File: src/rtl/core_pkg.sv
// core_pkg: inst field map, idle word and sequencer state encoding shared by the
// core controller and its xmem-to-L0 sub-sequencer.
package core_pkg;

  localparam int INST_W       = 39;

  localparam int ROW_DEF      = 8;
  localparam int COL_DEF      = 8;
  localparam int LEN_NIJ_DEF  = 36;
  localparam int XA_BW_DEF    = 11;
  localparam int PA_BW_DEF    = 14;

  localparam int CEN_PMEM_BIT = 35;
  localparam int WEN_PMEM_BIT = 34;
  localparam int A_PMEM_LSB   = 20;
  localparam int CEN_XMEM_BIT = 19;
  localparam int WEN_XMEM_BIT = 18;
  localparam int A_XMEM_LSB   = 7;
  localparam int OFIFO_RD_BIT = 6;
  localparam int L0_RD_BIT    = 3;
  localparam int L0_WR_BIT    = 2;
  localparam int EXECUTE_BIT  = 1;
  localparam int LOAD_BIT     = 0;

  // Both SRAMs deselected (active-low enables high), every strobe low.
  localparam logic [INST_W-1:0] IDLE_WORD =
      (INST_W'(1) << CEN_PMEM_BIT) | (INST_W'(1) << WEN_PMEM_BIT) |
      (INST_W'(1) << CEN_XMEM_BIT) | (INST_W'(1) << WEN_XMEM_BIT);

  typedef enum logic [3:0] {
    IDLE,
    KREAD,
    KLOAD,
    KWAIT,
    AREAD,
    EXEC,
    DRAIN,
    OUTW,
    DONE
  } state_t;

  function automatic int max3(input int a, input int b, input int c);
    int m;
    m = (a > b) ? a : b;
    return (m > c) ? m : c;
  endfunction

  localparam int CNT_W_DEF = $clog2(max3(LEN_NIJ_DEF, ROW_DEF, COL_DEF) + 1);

endpackage

File: src/rtl/core_ctrl_xmem_to_l0.sv
// xmem_to_l0: reads `count` consecutive xmem vectors from `base` and raises l0_wr
// one cycle after each read to absorb the SRAM read latency; lasts count+1 cycles.
module xmem_to_l0 import core_pkg::*; #(
  parameter int addr_w = XA_BW_DEF,
  parameter int cnt_w  = CNT_W_DEF
) (
  input  logic              clk,
  input  logic              reset,
  input  logic              active,
  input  logic [cnt_w-1:0]  count,
  input  logic [addr_w-1:0] base,
  output logic              xmem_rd,
  output logic [addr_w-1:0] xmem_addr,
  output logic              l0_wr,
  output logic              last
);

  logic [cnt_w-1:0] cnt;

  // Counter rests at zero whenever the owning state is not active.
  always_ff @(posedge clk or negedge reset) begin
    if (!reset) begin
      cnt <= '0;
    end else if (!active) begin
      cnt <= '0;
    end else if (!last) begin
      cnt <= cnt + cnt_w'(1);
    end
  end

  assign last      = (cnt == count);
  assign xmem_rd   = active && (cnt != count);
  assign l0_wr     = active && (cnt != '0);
  assign xmem_addr = base + addr_w'(cnt);

endmodule

File: src/rtl/core_ctrl.sv
// core_ctrl: per-kij instruction sequencer; loads a weight tile, streams activations
// and drains the OFIFO into psum memory, emitting a registered 39-bit inst word.
module core_ctrl import core_pkg::*; #(
  parameter int row     = ROW_DEF,
  parameter int col     = COL_DEF,
  parameter int len_nij = LEN_NIJ_DEF,
  parameter int xa_bw   = XA_BW_DEF,
  parameter int pa_bw   = PA_BW_DEF
) (
  input  logic              clk,
  input  logic              reset,
  input  logic              start,
  input  logic [xa_bw-1:0]  w_base,
  input  logic [xa_bw-1:0]  a_base,
  input  logic [pa_bw-1:0]  p_base,
  input  logic              ofifo_valid,
  output logic [INST_W-1:0] inst,
  output logic              busy,
  output logic              done
);

  localparam int CNT_W = $clog2(max3(len_nij, row, col) + 1);
  localparam logic [CNT_W-1:0] ROW_CNT  = CNT_W'(row);
  localparam logic [CNT_W-1:0] LEN_CNT  = CNT_W'(len_nij);
  localparam logic [CNT_W-1:0] ROW_LAST = CNT_W'(row - 1);
  localparam logic [CNT_W-1:0] COL_LAST = CNT_W'(col - 1);
  localparam logic [CNT_W-1:0] LEN_LAST = CNT_W'(len_nij - 1);

  state_t            state, state_d;
  logic [CNT_W-1:0]  cnt, cnt_d;
  logic [CNT_W-1:0]  rd_cnt, rd_cnt_d;
  logic [CNT_W-1:0]  wr_cnt, wr_cnt_d;
  logic              pend, pend_d;
  logic [xa_bw-1:0]  w_q, w_d, a_q, a_d;
  logic [pa_bw-1:0]  p_q, p_d;
  logic [INST_W-1:0] inst_d;

  logic              seq_active;
  logic [CNT_W-1:0]  seq_count;
  logic [xa_bw-1:0]  seq_base;
  logic              seq_rd, seq_wr, seq_last;
  logic [xa_bw-1:0]  seq_addr;

  assign seq_active = (state == KREAD) || (state == AREAD);
  assign seq_count  = (state == AREAD) ? LEN_CNT : ROW_CNT;
  assign seq_base   = (state == AREAD) ? a_q : w_q;

  xmem_to_l0 #(
    .addr_w (xa_bw),
    .cnt_w  (CNT_W)
  ) u_xmem_to_l0 (
    .clk       (clk),
    .reset     (reset),
    .active    (seq_active),
    .count     (seq_count),
    .base      (seq_base),
    .xmem_rd   (seq_rd),
    .xmem_addr (seq_addr),
    .l0_wr     (seq_wr),
    .last      (seq_last)
  );

  assign busy = (state != IDLE);

  // inst_d is the word for the current cycle; it reaches the bus one edge later.
  always_comb begin
    state_d  = state;
    cnt_d    = cnt;
    rd_cnt_d = rd_cnt;
    wr_cnt_d = wr_cnt;
    pend_d   = 1'b0;
    w_d      = w_q;
    a_d      = a_q;
    p_d      = p_q;
    inst_d   = IDLE_WORD;

    case (state)
      IDLE: begin
        cnt_d    = '0;
        rd_cnt_d = '0;
        wr_cnt_d = '0;
        if (start) begin
          w_d     = w_base;
          a_d     = a_base;
          p_d     = p_base;
          state_d = KREAD;
        end
      end
      KREAD, AREAD: begin
        inst_d[CEN_XMEM_BIT] = ~seq_rd;
        if (seq_rd) inst_d[A_XMEM_LSB +: xa_bw] = seq_addr;
        inst_d[L0_WR_BIT] = seq_wr;
        if (seq_last) state_d = (state == KREAD) ? KLOAD : EXEC;
      end
      KLOAD: begin
        inst_d[L0_RD_BIT] = 1'b1;
        inst_d[LOAD_BIT]  = 1'b1;
        cnt_d = cnt + CNT_W'(1);
        if (cnt == COL_LAST) begin
          cnt_d   = '0;
          state_d = KWAIT;
        end
      end
      KWAIT: begin
        cnt_d = cnt + CNT_W'(1);
        if (cnt == ROW_LAST) begin
          cnt_d   = '0;
          state_d = AREAD;
        end
      end
      EXEC: begin
        inst_d[L0_RD_BIT]   = 1'b1;
        inst_d[EXECUTE_BIT] = 1'b1;
        cnt_d = cnt + CNT_W'(1);
        if (cnt == LEN_LAST) begin
          cnt_d   = '0;
          state_d = DRAIN;
        end
      end
      DRAIN: begin
        if (ofifo_valid) state_d = OUTW;
      end
      OUTW: begin
        if (ofifo_valid && (rd_cnt != LEN_CNT)) begin
          inst_d[OFIFO_RD_BIT] = 1'b1;
          rd_cnt_d = rd_cnt + CNT_W'(1);
          pend_d   = 1'b1;
        end
        // A read issued last cycle always retires as a write, even if valid dropped.
        if (pend) begin
          inst_d[CEN_PMEM_BIT] = 1'b0;
          inst_d[WEN_PMEM_BIT] = 1'b0;
          inst_d[A_PMEM_LSB +: pa_bw] = p_q + pa_bw'(wr_cnt);
          wr_cnt_d = wr_cnt + CNT_W'(1);
          if (wr_cnt == LEN_LAST) state_d = DONE;
        end
      end
      DONE: begin
        state_d = IDLE;
      end
      default: begin
        state_d = IDLE;
      end
    endcase
  end

  // State, run context and the registered inst/done outputs.
  always_ff @(posedge clk or negedge reset) begin
    if (!reset) begin
      state  <= IDLE;
      cnt    <= '0;
      rd_cnt <= '0;
      wr_cnt <= '0;
      pend   <= 1'b0;
      w_q    <= '0;
      a_q    <= '0;
      p_q    <= '0;
      inst   <= IDLE_WORD;
      done   <= 1'b0;
    end else begin
      state  <= state_d;
      cnt    <= cnt_d;
      rd_cnt <= rd_cnt_d;
      wr_cnt <= wr_cnt_d;
      pend   <= pend_d;
      w_q    <= w_d;
      a_q    <= a_d;
      p_q    <= p_d;
      inst   <= inst_d;
      done   <= (state_d == DONE);
    end
  end

endmodule

File: config.mk
export PLATFORM = sky130hd
export DESIGN_NAME = core_ctrl
export DESIGN_NICKNAME = d
export VERILOG_FILES = /design/src/rtl/core_pkg.sv /design/src/rtl/core_ctrl_xmem_to_l0.sv /design/src/rtl/core_ctrl.sv
export SDC_FILE = /design/constraint.sdc
export NUM_CORES = 1
export LEC_CHECK = 0
export ABC_CLOCK_PERIOD_IN_PS = 3150
export BUFFER_PORTS_ARGS = -buffer_cell sky130_fd_sc_hd__buf_2
export CAP_MARGIN = 20
export CORE_MARGIN = 8
export CORE_UTILIZATION = 35
export CTS_CLUSTER_DIAMETER = 200
export DETAILED_ROUTE_END_ITERATION = 10
export PLACE_DENSITY = 0.56
export SYNTH_ARGS = -nofsm -noshare
export SYNTH_HDL_FRONTEND = slang
export SYNTH_HIERARCHICAL = 1
export SYNTH_SLANG_ARGS = --single-unit
File: constraint.sdc
create_clock -name clk -period 3.15 [get_ports clk]
set_clock_uncertainty 0.05 [all_clocks]
set_input_delay 0.4725 -clock clk [delete_from_list [all_inputs] [get_ports clk]]
set_output_delay 0.4725 -clock clk [all_outputs]
set_load 0.05 [all_outputs]
==> metrics.yaml, run 1 <==
synth_top_area_share: 0.458
grt_max_degree: 81
outcome: "finished, final reports clean"
tritoncts: "built"
leakagePower_uw: 0.00303
first_pass_iters: 4
ys.flop_type: "dfrtp_1"
num_rows: 44
synthesis.area_sq_mm: 0.00518
die-area_sq_mm: 0.0190
cp.required_ns: 3.33
drt-wirelength-per-cell_microns: 15.7
synth_warnings: 6
maxCapViolCount: 0
dp_slack_ns: 0.230
r2r-end: "inst[16]"
cts_max_level: 3
io_pins: 81
hp-start: "p_base[7]"
vias: 3993
grt_pass1_vias: 3981
p_total_uw: 3010
rrSetupSlack_ns: 0.22
drc: 0
hp-class: "primary input to flop"
dpl-instance-area_sq_mm: 0.00576
synth_edf_count: 0
rsz0062_at_grt: "no"
cp-start-kind: "flop"
place_hpwl_microns: 8790
nets: 629
synth-async-reset-ratio: 1.00
cts-buffers-inserted: 9
final_cell_area_sq_mm: 0.00607
clock_path_buffers: 2
clock.fmax_ghz: 0.341
ir_drop_mv: 0.278
die_w_microns: 138
worstHoldPathCells: 2
seq_area_frac_synth: 0.469
synth_area_per_cell_sq_um: 10.6
path_clk_slew_ns: 0.07
place_congestion: 0.913
grt_pass1_wl_microns: 19800
setup_slack_ns: 0.221
grt.total_usage: 0.131
viasPerCell: 5.27
layout_common_cells: "95 x dfrtp_1, 73 x buf_2, 48 x mux2_2, 28 x nor2_1"
synth_area_leader_cell: "dfrtp_1"
cts.sinks: 97
diodes: 0
report.final.slew_viol_count: 0
clk_latency_ns: 0.34
initial_core_util: 0.358
setup_viol: 0
hold_end: "p_q[7]"
antenna_left: 0
nFillCells: 1400
die_h_microns: 138
rr_startpoint: "state[3]"
ys_ff_latch: 97
syn_to_final_growth_pct: 17.1
fp.coreArea_sq_mm: 0.0145
wl_microns: 11900
finalCritPeriodShare: 0.930
fin_tns_setup_ns: 0
synth_top_cells_by_area: "dfrtp_1 46%, mux2_2 10%, ha_1 4.3%, xnor2_1 2.4%, a21oi_1 2.2%"
worstMarginPinSlew_ns: 0.835
drtIter0Drc: 222
power_density_mw_per_mm2: 495
crit_arrival_ns: 3.11
final_util: 0.419
path_cells: "nand2b_1, nor3_2, buf_4, mux2_2, ha_1, nand3_2, o2111ai_2, or4b_1, xnor2_1, and3_1"
critPathMaxFanout: 14
hold_violations: 0
cts_root_buf: "clkbuf_16"
cp_slowest_cell: "or4b_1"
yosysUniqueCellTypes: 65
endpoint_kind: "flop"
io_buffers: 74
critical_path_class: "flop to flop"
grt_antenna_before_repair: 0
grt_overflow: 0
layout-drive-gt1-share: 0.289
slowest_delay_ns: 0.47
layout_commonest_cell: "dfrtp_1"
slew_headroom: 0.429
min_period_ns: 2.93
postSynthCellCount: 489
r2r_cells: 10
## state kept, by name, summed over array words and instances, names as in the netlist
| name | count |
|---|---|
| cnt | 6 |
| u_xmem_to_l0/cnt | 6 |
| done | 1 |
| rd_cnt | 6 |
| inst | 32 |
| a_q | 11 |
| w_q | 11 |
| state | 4 |
| wr_cnt | 6 |
| p_q | 14 |
## repair_timing
| item | in CTS | in global routing |
|---|---|---|
| endpoints found under the hold margin | 0 | 7 |
| setup endpoints to repair | 0 | 1 |
| buffers inserted | 0 | 0 |
| resized for setup | 0 | 1 |
| hold buffers | 0 | 1 |
## cells by family (layout without fill, tap and decap cells)
logic type,after synthesis,after routing,share of synthesized area
buffers and inverters,52,130,0.0492
DFF,97,97,0.469
muxes,49,49,0.106
and+or+nand+nor,162,162,0.177
AOI/OAI and AO/OA,84,84,0.107
xor gates and xnor gates,23,23,0.0389
other,2,9,0.00145
adders and majority gates,20,20,0.0512
## metrics by stage
stage,cells,hold slack [ns]
2_1_floorplan,496,0.127
3_3_place_gp,740,0.436
3_5_place_dp,740,0.440
4_1_cts,756,0.295
5_1_grt,758,0.295
6_report,758,0.308
## area by class of cell
| type | instances | area [sq um] | area share |
|---|---|---|---|
| clock buffer | 13 | 260 | 0.0429 |
| clock inverter | 3 | 15.0 | 0.00247 |
| inverter | 25 | 93.8 | 0.0155 |
| multi-input combinational | 347 | 2540 | 0.418 |
| sequential | 97 | 2430 | 0.400 |
| tap | 184 | 230 | 0.0379 |
| timing repair buffer | 89 | 508 | 0.0836 |
## cells in the mapped netlist, drive strengths merged (2+ instances only)
cell type	n
inv	24
o21ai	17
o21bai	3
or4	7
o31ai	6
a21oi	23
nand2b	3
nand3b	3
nand3	23
nor2b	8
buf	22
nand2	19
a31o	2
o21a	2
conb	2
mux2	48
or3	6
nand4b	2
dfstp	2
a211oi	4
or2	2
and2	5
clkbuf	5
dfrtp	95
a32o	2
a31oi	4
o311ai	2
nand4	11
o2111ai	6
xor2	9
ha	18
nor2	28
o211ai	4
xnor2	14
nor3b	6
fa	2
nor3	15
and3	18
## worst max path at each step
stage	startpoint	to	slack, ns	depth (start not counted)
finish	state[3]	inst[16]	0.22	10
global route	state[3]	inst[16]	0.02	10
CTS	state[3]	inst[16]	0.20	10
detailed placement	state[3]	inst[16]	0.23	10
global placement	state[3]	inst[16]	0.30	10
floorplan	state[3]	inst[16]	0.08	11
## power by group
part / switching (uW) / internal [uW] / leakage (uW) / total [uW]
combinational: 394 / 209 / 0.00157 / 603
sequential: 71.6 / 1310 / 0.00132 / 1380
clock: 447 / 575 / 0.000139 / 1020
## per-layer routing
metal  track usage  wire (microns)
met1         0.163            5240
met2         0.211            5680
met3        0.0394             766
met4        0.0478             222
met5             0               0
## critical path: cells and delay by family, from the launching register on
kind                     cells  cell delay (ns)
adder cells (fa/ha/maj)      1             0.38
multiplexers                 1             0.37
buffers and inverters        1             0.26
XOR/XNOR                     1             0.13
AND/OR/NAND/NOR              5             1.02
AO/OA/AOI/OAI                1             0.21
flip-flops                   1             0.38
Note: power is estimated with default switching activity, not from simulation.
==> run 2: changes to the inputs <==
--- a/config.mk
+++ b/config.mk
@@ -5,14 +5,13 @@
 export SDC_FILE = /design/constraint.sdc
 export NUM_CORES = 1
 export LEC_CHECK = 0
-export ABC_CLOCK_PERIOD_IN_PS = 3150
-export BUFFER_PORTS_ARGS = -buffer_cell sky130_fd_sc_hd__buf_2
-export CAP_MARGIN = 20
+export ABC_CLOCK_PERIOD_IN_PS = 3800
 export CORE_MARGIN = 8
 export CORE_UTILIZATION = 35
 export CTS_CLUSTER_DIAMETER = 200
 export DETAILED_ROUTE_END_ITERATION = 10
-export PLACE_DENSITY = 0.56
+export DONT_BUFFER_PORTS = 1
+export PLACE_DENSITY = 0.49
 export SYNTH_ARGS = -nofsm -noshare
 export SYNTH_HDL_FRONTEND = slang
 export SYNTH_HIERARCHICAL = 1
==> constraint.sdc (replaced) <==
create_clock -name clk -period 3.8 [get_ports clk]
set_clock_uncertainty 0.05 [all_clocks]
set_input_delay 0.57 -clock clk [delete_from_list [all_inputs] [get_ports clk]]
set_output_delay 0.57 -clock clk [all_outputs]
set_load 0.05 [all_outputs]
==> run 2 against run 1 <==
Against the previous run:
- flip-flop and latch count unchanged
- final cell count decreased by 11%
- utilization decreased by 2.8 points
- die area unchanged
- register-to-register slack improved by 0.60 ns
- count of clock-buffer cells in the layout decreased by 4
- routed wire length increased by 0.33%
- total power decreased by 16%
- critical path depth decreased by 1
- combinational power decreased by 41%
- sequential power decreased by 10%
- via count decreased by 8.1%
- critical path type unchanged
==> metrics.yaml, run 2 (synthesized netlist as in run 1, its figures left out) <==
outcome: "finished, final reports clean"  # unchanged
die_h_microns: 138  # unchanged
clock_path_buffers: 2  # unchanged
r2r_cells: 9  # was 10
path_clk_slew_ns: 0.07  # about the same
die_w_microns: 138  # unchanged
grt_max_degree: 96  # was 81
num_rows: 44  # unchanged
finalCritPeriodShare: 0.785  # was 0.930
hp-class: "primary input to asynchronous set/reset pin"  # was primary input to flop
clk_latency_ns: 0.35  # was 0.34 ns
initial_core_util: 0.358  # unchanged
grt_antenna_before_repair: 0  # unchanged
crit_arrival_ns: 3.18  # was 3.11 ns
layout_common_cells: "95 x dfrtp_1, 48 x mux2_2, 28 x nor2_1, 23 x a21oi_1, 23 x inv_1"  # was 95 x dfrtp_1, 73 x buf_2, 48 x mux2_2, 28 x nor2_1
wl_microns: 11900  # about the same
rsz0062_at_grt: "no"  # unchanged
regMostFlops: "inst"  # unchanged
cts_max_level: 3  # unchanged
io_pins: 81  # unchanged
cts_root_buf: "clkbuf_16"  # unchanged
worstMarginPinSlew_ns: 0.954  # was 0.835 ns
diodes: 0  # unchanged
vias: 3669  # was 3,993
grt_pass1_wl_microns: 19400  # was 19,800 microns
final_util: 0.392  # was 0.419
slowest_delay_ns: 0.53  # was 0.47 ns
cp.required_ns: 4.00  # was 3.33 ns
antenna_left: 0  # unchanged
post_cts_resized: 0  # unchanged
die-area_sq_mm: 0.0190  # unchanged
drtIter0Drc: 144  # was 222
min_period_ns: 2.98  # was 2.93 ns
power_density_mw_per_mm2: 446  # was 495 mW/mm^2
crit_buf_inv: 1  # unchanged
nets: 548  # was 629
layout_commonest_cell: "dfrtp_1"  # unchanged
syn_to_final_growth_pct: 9.34  # was 17.1%
critPathTopFamily: "simple AND/OR/NAND/NOR gates"  # unchanged
rrSetupSlack_ns: 0.82  # was 0.22 ns
cts-buffers-inserted: 9  # unchanged
setup_viol: 0  # unchanged
tritoncts: "built"  # unchanged
path_cells: "nor3_2, buf_4, mux2_2, ha_1, nand3_2, o2111ai_2, or4b_1, xnor2_1, and3_1"  # was nand2b_1, nor3_2, buf_4, mux2_2, ha_1, nand3_2, o2111ai_2, or4b_1, xnor2_1, and3_1
io_buffers: 0  # was 74
endpoint_kind: "flop"  # unchanged
cts.sinks: 97  # unchanged
grt_overflow: 0  # unchanged
viasPerCell: 5.42  # was 5.27
drc: 0  # unchanged
r2r-end: "inst[16]"  # unchanged
first_pass_iters: 4  # unchanged
critPathMaxFanout: 14  # unchanged
nFillCells: 1408  # was 1,400
postCtsSetupBuffers: 0  # unchanged
place_congestion: 0.849  # was 0.913
top_regs: "inst: 32 flops, p_q: 14 flops"  # unchanged
report.final.slew_viol_count: 0  # unchanged
hold_violations: 0  # unchanged
cp_slowest_cell: "dfrtp_1"  # was or4b_1
drt-wirelength-per-cell_microns: 17.6  # was 15.7 microns
grt.total_usage: 0.132  # was 0.131
rr_startpoint: "state[1]"  # was state[3]
grt_pass1_vias: 3726  # was 3,981
critical_path_class: "flop to flop"  # unchanged
slew_headroom: 0.362  # was 0.429
clock.fmax_ghz: 0.335  # was 0.341 GHz
layout-drive-gt1-share: 0.174  # was 0.289
cp-start-kind: "flop"  # unchanged
place_hpwl_microns: 8400  # was 8790 microns
fp.coreArea_sq_mm: 0.0145  # unchanged
largest_register_ffs: 32  # unchanged
fin_tns_setup_ns: 0  # unchanged
maxCapViolCount: 0  # unchanged
ir_drop_mv: 0.270  # was 0.278 mV
leakagePower_uw: 0.00267  # was 0.00303 uW
## run 2: worst reg2reg max path, cell delays in order (launching register included)
cell and delay (ns):
dfrtp_1 0.53, nor3_2 0.24, buf_4 0.27, mux2_2 0.37, ha_1 0.37, nand3_2 0.11
o2111ai_2 0.18, or4b_1 0.47, xnor2_1 0.13, and3_1 0.15
## run 2: per-stage QoR
stage          hold WS [ns]  area, sq um  power (uW)  setup WS (ns)  std cells
6_report             0.0990         5670        2530          0.818        677
5_1_grt               0.117         5670        2660          0.648        677
4_1_cts               0.106         5670        2580          0.792        677
3_5_place_dp          0.230         5330        1600          0.792        659
3_3_place_gp          0.230         5330        1590          0.836        659
2_1_floorplan         0.224         5210        1510          0.735        496
## run 2: power by group
part           internal, uW  total (uW)  switching, uW  leakage [uW]
Combinational           140         356            216       0.00121
Clock                   516         927            411      0.000143
Sequential             1090        1240            157       0.00132
## run 2: worst max path at each step
stage / start / end / slack, ns / cells past startpoint
2_1_floorplan: state[3] / inst[16] / 0.73 / 11
3_3_place_gp: state[1] / inst[16] / 0.84 / 9
3_5_place_dp: state[1] / inst[16] / 0.79 / 9
4_1_cts: state[1] / inst[16] / 0.79 / 9
5_1_grt: state[1] / inst[16] / 0.65 / 9
6_report: state[1] / inst[16] / 0.82 / 9
## run 2: per-layer routing
metal  GRT usage  part of all wire  wire length (microns)
met5           0                 0                      0
met4      0.0418             0.015                    184
met3      0.0529             0.076                    904
met2       0.213              0.48                   5690
met1       0.158              0.43                   5170
## run 2: cell type report
class / count / area [sq um] / share of cell area
sequential: 97 / 2430 / 0.429
timing repair buffer: 8 / 82.6 / 0.0146
inverter: 25 / 93.8 / 0.0166
multi-input combinational: 347 / 2530 / 0.446
clock buffer: 9 / 225 / 0.0397
clock inverter: 7 / 76.3 / 0.0135
tap: 184 / 230 / 0.0406
## run 2: timing repair
action / in CTS / in global routing
setup endpoints to repair: 0 / 0
hold endpoints to repair: 95 / 0
hold buffers: 2 / 0
